$ cat config.mk
export PLATFORM = sky130hd
export DESIGN_NAME = cavlc_fifo_ctrl
export DESIGN_NICKNAME = d
export VERILOG_FILES = /design/src/rtl/cavlc_fifo_ctrl.sv
export SDC_FILE = /design/constraint.sdc
export NUM_CORES = 1
export LEC_CHECK = 0
export CAP_MARGIN = 20
export CORE_ASPECT_RATIO = 0.5
export CORE_MARGIN = 1.5
export CORE_UTILIZATION = 30
export CTS_BUF_LIST = sky130_fd_sc_hd__clkbuf_16
export CTS_CLUSTER_SIZE = 24
export DETAILED_ROUTE_END_ITERATION = 8
export HOLD_SLACK_MARGIN = 0.08
export PLACE_DENSITY_LB_ADDON = 0.25
export SYNTH_ARGS = -nofsm -noshare
export SYNTH_HDL_FRONTEND = slang
export SYNTH_SLANG_ARGS = --single-unit
$ cat constraint.sdc
create_clock -name Clk -period 3.1 [get_ports Clk]
set_input_delay 0.62 -clock Clk [delete_from_list [all_inputs] [get_ports Clk]]
set_output_delay 0.62 -clock Clk [all_outputs]
set_load 0.005 [all_outputs]
$ cat src/rtl/cavlc_fifo_ctrl.sv
// cavlc_fifo_ctrl: pointer/flag controller for the CAVLC coefficient FIFO.
// Converts valid/ready push and pop handshakes into write/read strobes and
// addresses for an external memory whose read port is combinational.
// The only state is two wrap-bit pointers. Occupancy and flags come from them.
module cavlc_fifo_ctrl #(
    parameter int DATA_WIDTH  = 16,
    parameter int ADDR_WIDTH  = 3,
    parameter int ALMOST_FULL = 6
) (
    input  logic                  Clk,
    input  logic                  Reset,
    input  logic                  Flush,
    input  logic                  InValid,
    input  logic [DATA_WIDTH-1:0] InData,
    output logic                  InReady,
    output logic                  OutValid,
    output logic [DATA_WIDTH-1:0] OutData,
    input  logic                  OutReady,
    output logic [ADDR_WIDTH-1:0] MemAddrWrite,
    output logic [ADDR_WIDTH-1:0] MemAddrRead,
    output logic [DATA_WIDTH-1:0] MemDataIn,
    output logic                  MemWE,
    output logic                  MemOE,
    input  logic [DATA_WIDTH-1:0] MemDataOut,
    output logic [ADDR_WIDTH:0]   Count,
    output logic                  Empty,
    output logic                  Full,
    output logic                  AlmostFull
);

    localparam int                PW      = ADDR_WIDTH + 1;
    localparam logic [ADDR_WIDTH:0] PTR_ONE = PW'(1);
    localparam logic [ADDR_WIDTH:0] AF_LVL  = PW'(ALMOST_FULL);

    logic [ADDR_WIDTH:0] wr_ptr_q, wr_ptr_d;
    logic [ADDR_WIDTH:0] rd_ptr_q, rd_ptr_d;
    logic                push, pop;

    // Occupancy flags and handshakes. Flush blocks both sides for its cycle.
    always_comb begin
        Count      = wr_ptr_q - rd_ptr_q;
        Empty      = (wr_ptr_q == rd_ptr_q);
        Full       = (wr_ptr_q[ADDR_WIDTH-1:0] == rd_ptr_q[ADDR_WIDTH-1:0]) &&
                     (wr_ptr_q[ADDR_WIDTH] != rd_ptr_q[ADDR_WIDTH]);
        AlmostFull = (Count >= AF_LVL);
        InReady    = !Full && !Flush;
        OutValid   = !Empty && !Flush;
        push       = InValid && InReady;
        pop        = OutValid && OutReady;
    end

    // Memory drive. The head word falls straight through from the read port.
    always_comb begin
        MemWE        = push;
        MemAddrWrite = wr_ptr_q[ADDR_WIDTH-1:0];
        MemDataIn    = InData;
        MemOE        = !Empty;
        MemAddrRead  = rd_ptr_q[ADDR_WIDTH-1:0];
        OutData      = OutValid ? MemDataOut : '0;
    end

    // Next pointers. Flush returns both to zero. Otherwise each advances on its handshake.
    always_comb begin
        wr_ptr_d = wr_ptr_q;
        rd_ptr_d = rd_ptr_q;
        if (Flush) begin
            wr_ptr_d = '0;
            rd_ptr_d = '0;
        end else begin
            if (push) wr_ptr_d = wr_ptr_q + PTR_ONE;
            if (pop)  rd_ptr_d = rd_ptr_q + PTR_ONE;
        end
    end

    // Pointer registers. Reset is asynchronous and discards all contents.
    always_ff @(posedge Clk or posedge Reset) begin
        if (Reset) begin
            wr_ptr_q <= '0;
            rd_ptr_q <= '0;
        end else begin
            wr_ptr_q <= wr_ptr_d;
            rd_ptr_q <= rd_ptr_d;
        end
    end

endmodule

==> impl_metrics.tcl, run 1 <==
set metrics [dict create \
    rsz0062_at_grt "no" \
    detail-route-antenna-nets 0 \
    min_period_over_period_pct 93.7 \
    p_per_area_mw_per_mm2 449 \
    fmax_mhz 344 \
    synthTopCellsByCount "22 x buf_4, 17 x and2_1, 11 x nor2_1, 9 x inv_1, 8 x dfrtp_1" \
    crit_slowest_cell "clkdlybuf4s50_1" \
    wl_per_cell_um 13.0 \
    cp-end-kind "output port" \
    async_flop_share_pct 100 \
    cts_buffer_depth 2 \
    first_pass_iters 4 \
    core_mm2 0.00300 \
    drive_above_1_share_pct 12.9 \
    finalMaxSlewViolations 0 \
    grt_usage_pct 14.4 \
    start_util_pct 31.5 \
    cp.arrival_ns 2.28 \
    hp-class "in -> async" \
    worst_slew_pin_slew_ns 0.584 \
    synth_ff_type "dfrtp_1" \
    grt_pass1_wl_um 3870 \
    grt_overflow_total 0 \
    finClkSkew_ns 0.00141 \
    synth.area.top_cells "dfrtp_1 21%, buf_4 18%, and2_1 11%" \
    gp_congestion 0.804 \
    cp_num_buf_inv 2 \
    required_ns 2.48 \
    via_per_inst 4.42 \
    area_delta_synth_final_pct 53.3 \
    die_w_um 82.3 \
    status "completed" \
    drc 0 \
    port_buffers 53 \
    cts_tree "done" \
    multi_input_area_um2 541 \
    critical_path_class "reg -> out" \
    ys_seq_area_share_pct 21.2 \
    r2r_slack_ns 1.24 \
    io_pins 86 \
    wl_um 2420 \
    synth_nets 156 \
    die_area_mm2 0.00351 \
    startpoint_type "register" \
    setup_viol_count_final 0 \
    cap_violations 0 \
    setup_tns_ns 0 \
    synth_area_um2 943 \
    cpPeakStageDelay_ns 0.50 \
    finalPower_mw 0.649 \
    final.fill_count 280 \
    rows 14 \
    crit_fanout 9 \
    clk_latency_ns 0.23 \
    yosysTopAreaCell "dfrtp_1" \
    period_needed_ns 2.90 \
    power_leakage_nw 0.614 \
    drt_iter0_markers 21 \
    path_cells "inv_1, ha_1, and3_2, a21oi_4, and2_1, clkdlybuf4s50_1" \
    yosys_warnings 0 \
    yosysMostFrequentCell "buf_4" \
    grt_start_max_net_pins 18 \
    cts-root-buf "clkbuf_16" \
    ys_ff_latch 8 \
    antenna_cells 0 \
    cpLargestDelayFamily "buffers and inverters" \
    post-place-cells 183 \
    ys_types 25 \
    clock_sinks 8 \
    die_y_um 42.7 \
    stdcell_count 187 \
    synth_top_area_share_pct 21.2 \
    syn_area_per_cell_um2 8.35 \
    nNetsFinal 192 \
    clk_pin_slew_ns 0.04 \
    hpwl_um 1840 \
    seqCellArea_um2 201 \
    via_count 827 \
    hold_viol 0 \
    fin_area_mm2 0.00145 \
    numCtsBuffers 3 \
    antenna_found_initial 0 \
    grt_pass1_vias 862 \
    htreeDepth 1 \
    synth_edf_count 0 \
    syn_inst 113 \
    slew_headroom_pct 60.9 \
    ir_drop_uv 204 \
    placed_area_mm2 0.00135 \
]
[report_power, final]
| part | switching (mW) | leakage [nW] | internal, mW | total [mW] |
|---|---|---|---|---|
| Combinational | 0.125 | 0.469 | 0.193 | 0.318 |
| Clock | 0.0447 | 0.0370 | 0.166 | 0.210 |
| Sequential | 0.00835 | 0.108 | 0.112 | 0.120 |
[area by class of cell]
cell class | instances | share of cell area (%)
sequential | 8 | 13.9
tap | 40 | 3.46
inverter | 9 | 2.34
multi-input combinational | 72 | 37.4
clock buffer | 3 | 5.19
timing repair buffer | 55 | 37.7
[state kept, by name, summed over array words and instances (netlist names)]
signal / flops
wr_ptr_q: 4
rd_ptr_q: 4
[logic make-up after synthesis]
kind of cell    synth area share [%]
compound gates                  11.3
xor+xnor                        4.38
fa+ha+maj                       8.75
buf+inv                         23.3
flops                           21.2
mux                             7.16
simple gates                    23.9
[cell usage in the layout, fill, tap and decap left out, types with 3 or more instances in the layout]
cell type        instances
mux2_2                   6
and2_1                  17
dfrtp_1                  7
nor2_1                  11
a21oi_1                  6
clkbuf_16                3
nand2_1                  4
clkdlybuf4s50_1         53
nor2b_1                  4
ha_1                     5
inv_1                    9
[repair_timing]
action,in CTS,in global routing
endpoints found under the setup margin,12,17
gates resized for setup,0,3
hold buffers,0,0
pin swaps,1,1
gates cloned,0,1
buffers inserted,0,0
[worst paths after layout]
check	to	from	cells past startpoint
max	OutData[14]	rd_ptr_q[1]	6
max in group asynchronous	rd_ptr_q[1]	Reset	2
min in group Clk	rd_ptr_q[1]	rd_ptr_q[1]	2
max reg2reg	rd_ptr_q[3]	rd_ptr_q[1]	5
min	wr_ptr_q[1]	Reset	2
min reg2reg	rd_ptr_q[1]	rd_ptr_q[1]	2
[metrics by stage]
| stage | utilization, % | setup slack, ns | hold slack, ns |
|---|---|---|---|
| final | 48.3 | 0.195 | 0.638 |
| after global routing | 48.3 | 0.0594 | 0.697 |
| after CTS | 47.7 | 0.00135 | 0.650 |
| after detailed placement | 45.2 | 0.229 | 0.679 |
| after global placement | 45.2 | 0.270 | 0.664 |
| after floorplan | - | 0.922 | 0.436 |
[per-layer routing]
| metal | GRT usage, % | part of all wire [%] | routed length [µm] | up-vias |
|---|---|---|---|---|
| li1 | - | - | - | 415 |
| met1 | 16.8 | 45 | 1090 | 379 |
| met2 | 24.7 | 48 | 1170 | 29 |
| met3 | 2.58 | 5.5 | 133 | 4 |
| met4 | 8.14 | 1.1 | 26 | 0 |
| met5 | 0 | 0 | 0 | - |
Note: power is estimated with default switching activity, not from simulation.
==> run 2, diff against run 1 <==
CORE_UTILIZATION = 33   (was 30)
==> impl_metrics.tcl, run 2 (synthesis gave the netlist of run 1 again) <==
set metrics [dict create \
    slew_headroom_pct 67.6 \
    wl_um 2140 \
    nNetsFinal 191 \
    clk_latency_ns 0.23 \
    status "completed" \
    critical_path_class "reg -> out" \
    clock_sinks 8 \
    fin_area_mm2 0.00144 \
    area_delta_synth_final_pct 52.3 \
    power_leakage_nw 0.616 \
    startpoint_type "register" \
    worst_slew_pin_slew_ns 0.484 \
    start_util_pct 35.6 \
    r2r_slack_ns 1.22 \
    hold_viol 0 \
    via_count 817 \
    numCtsBuffers 3 \
    drt_iter0_markers 25 \
    r2r-end "wr_ptr_q[0]" \
    finalMaxSlewViolations 0 \
    cp.arrival_ns 2.35 \
    grt_pass1_vias 683 \
    final_common_cell "clkdlybuf4s50_1" \
    first_pass_iters 4 \
    hp-class "in -> async" \
    grt_usage_pct 13.0 \
    htreeDepth 1 \
    via_per_inst 4.46 \
    r2r-start "rd_ptr_q[1]" \
    fmax_mhz 337 \
    setup_tns_ns 0 \
    clk_pin_slew_ns 0.04 \
    reg2regPathDepth 5 \
    detail-route-antenna-nets 0 \
    port_buffers 53 \
    finClkSkew_ns 0.00125 \
    required_ns 2.48 \
    ir_drop_uv 240 \
    antenna_cells 0 \
    rows 13 \
    antenna_found_initial 0 \
    final.fill_count 244 \
    die_y_um 40.8 \
    cts_tree "done" \
    die_area_mm2 0.00321 \
    cts_resized 0 \
    rsz0062_at_grt "no" \
    crit_fanout 17 \
    grt_pass1_wl_um 3100 \
    reg_top3 "rd_ptr_q (4), wr_ptr_q (4)" \
    placed_area_mm2 0.00134 \
    p_per_area_mw_per_mm2 449 \
    hpwl_um 1730 \
    post-route-util_pct 54.2 \
    wl_per_cell_um 11.7 \
    gp_congestion 0.899 \
    setup_viol_count_final 0 \
    cp-end-kind "output port" \
    cap_violations 0 \
    period_needed_ns 2.97 \
    cts_buffer_depth 2 \
    finalPower_mw 0.645 \
    hold_slack_ns 0.635 \
    io_pins 86 \
    grt_start_max_net_pins 18 \
    core_mm2 0.00265 \
    mostFrequentLayoutCells "53 x clkdlybuf4s50_1, 17 x and2_1, 11 x nor2_1" \
    drc 0 \
    min_period_over_period_pct 95.8 \
    cts-root-buf "clkbuf_16" \
    drive_above_1_share_pct 11.0 \
    die_w_um 78.6 \
    grt_overflow_total 0 \
]
==> run 2: critical path, stage by stage (launching register included) <==
cell and delay (ns):
dfrtp_1 0.43, inv_1 0.11, ha_1 0.31, and3_1 0.32, a21oi_4 0.19, buf_12 0.14
and2_1 0.12, clkdlybuf4s50_1 0.50
==> run 2: final cells by class <==
cell class / count / area, µm² / area share (%)
timing repair buffer: 55 / 558 / 38.9
clock buffer: 3 / 75.1 / 5.23
sequential: 8 / 200 / 13.9
tap: 37 / 46.3 / 3.22
multi-input combinational: 71 / 523 / 36.4
inverter: 9 / 33.8 / 2.35
==> run 2: worst max-delay path by stage <==
| stage | start | end | slack [ns] | depth (start not counted) |
|---|---|---|---|---|
| 2_1_floorplan | rd_ptr_q[1] | OutData[10] | 0.92 | 7 |
| 3_3_place_gp | rd_ptr_q[1] | OutData[12] | 0.26 | 6 |
| 6_report | rd_ptr_q[1] | OutData[12] | 0.13 | 7 |
| 4_1_cts | rd_ptr_q[1] | OutData[14] | 0.09 | 7 |
| 5_1_grt | rd_ptr_q[1] | OutData[15] | 0.004 | 7 |
| 3_5_place_dp | rd_ptr_q[1] | OutData[14] | 0.23 | 6 |
==> run 2: through the flow <==
stage,std cells,worst slack [ns]
finish,183,0.130
floorplan,113,0.922
global placement,179,0.263
CTS,183,0.0929
detailed placement,179,0.229
global route,183,0.00370
==> run 2: per-layer routing <==
metal  part of all wire, %  track usage, %  up-vias
met1                    45            17.4      358
met2                    46            18.8       36
met4                   1.8            10.7        0
met3                   7.0            2.22       10
li1                      -               -      413
met5                     0               0        -
==> run 2: where the power goes <==
part / switching (mW) / total [mW] / internal (mW)
sequential: 0.0106 / 0.122 / 0.112
clock: 0.0450 / 0.211 / 0.166
combinational: 0.116 / 0.312 / 0.195
==> run 2: what timing repair did <==
item / 4_1_cts / 5_1_grt
hold buffers: 0 / 0
setup buffers: 1 / 0
endpoints found under the setup margin: 13 / 0
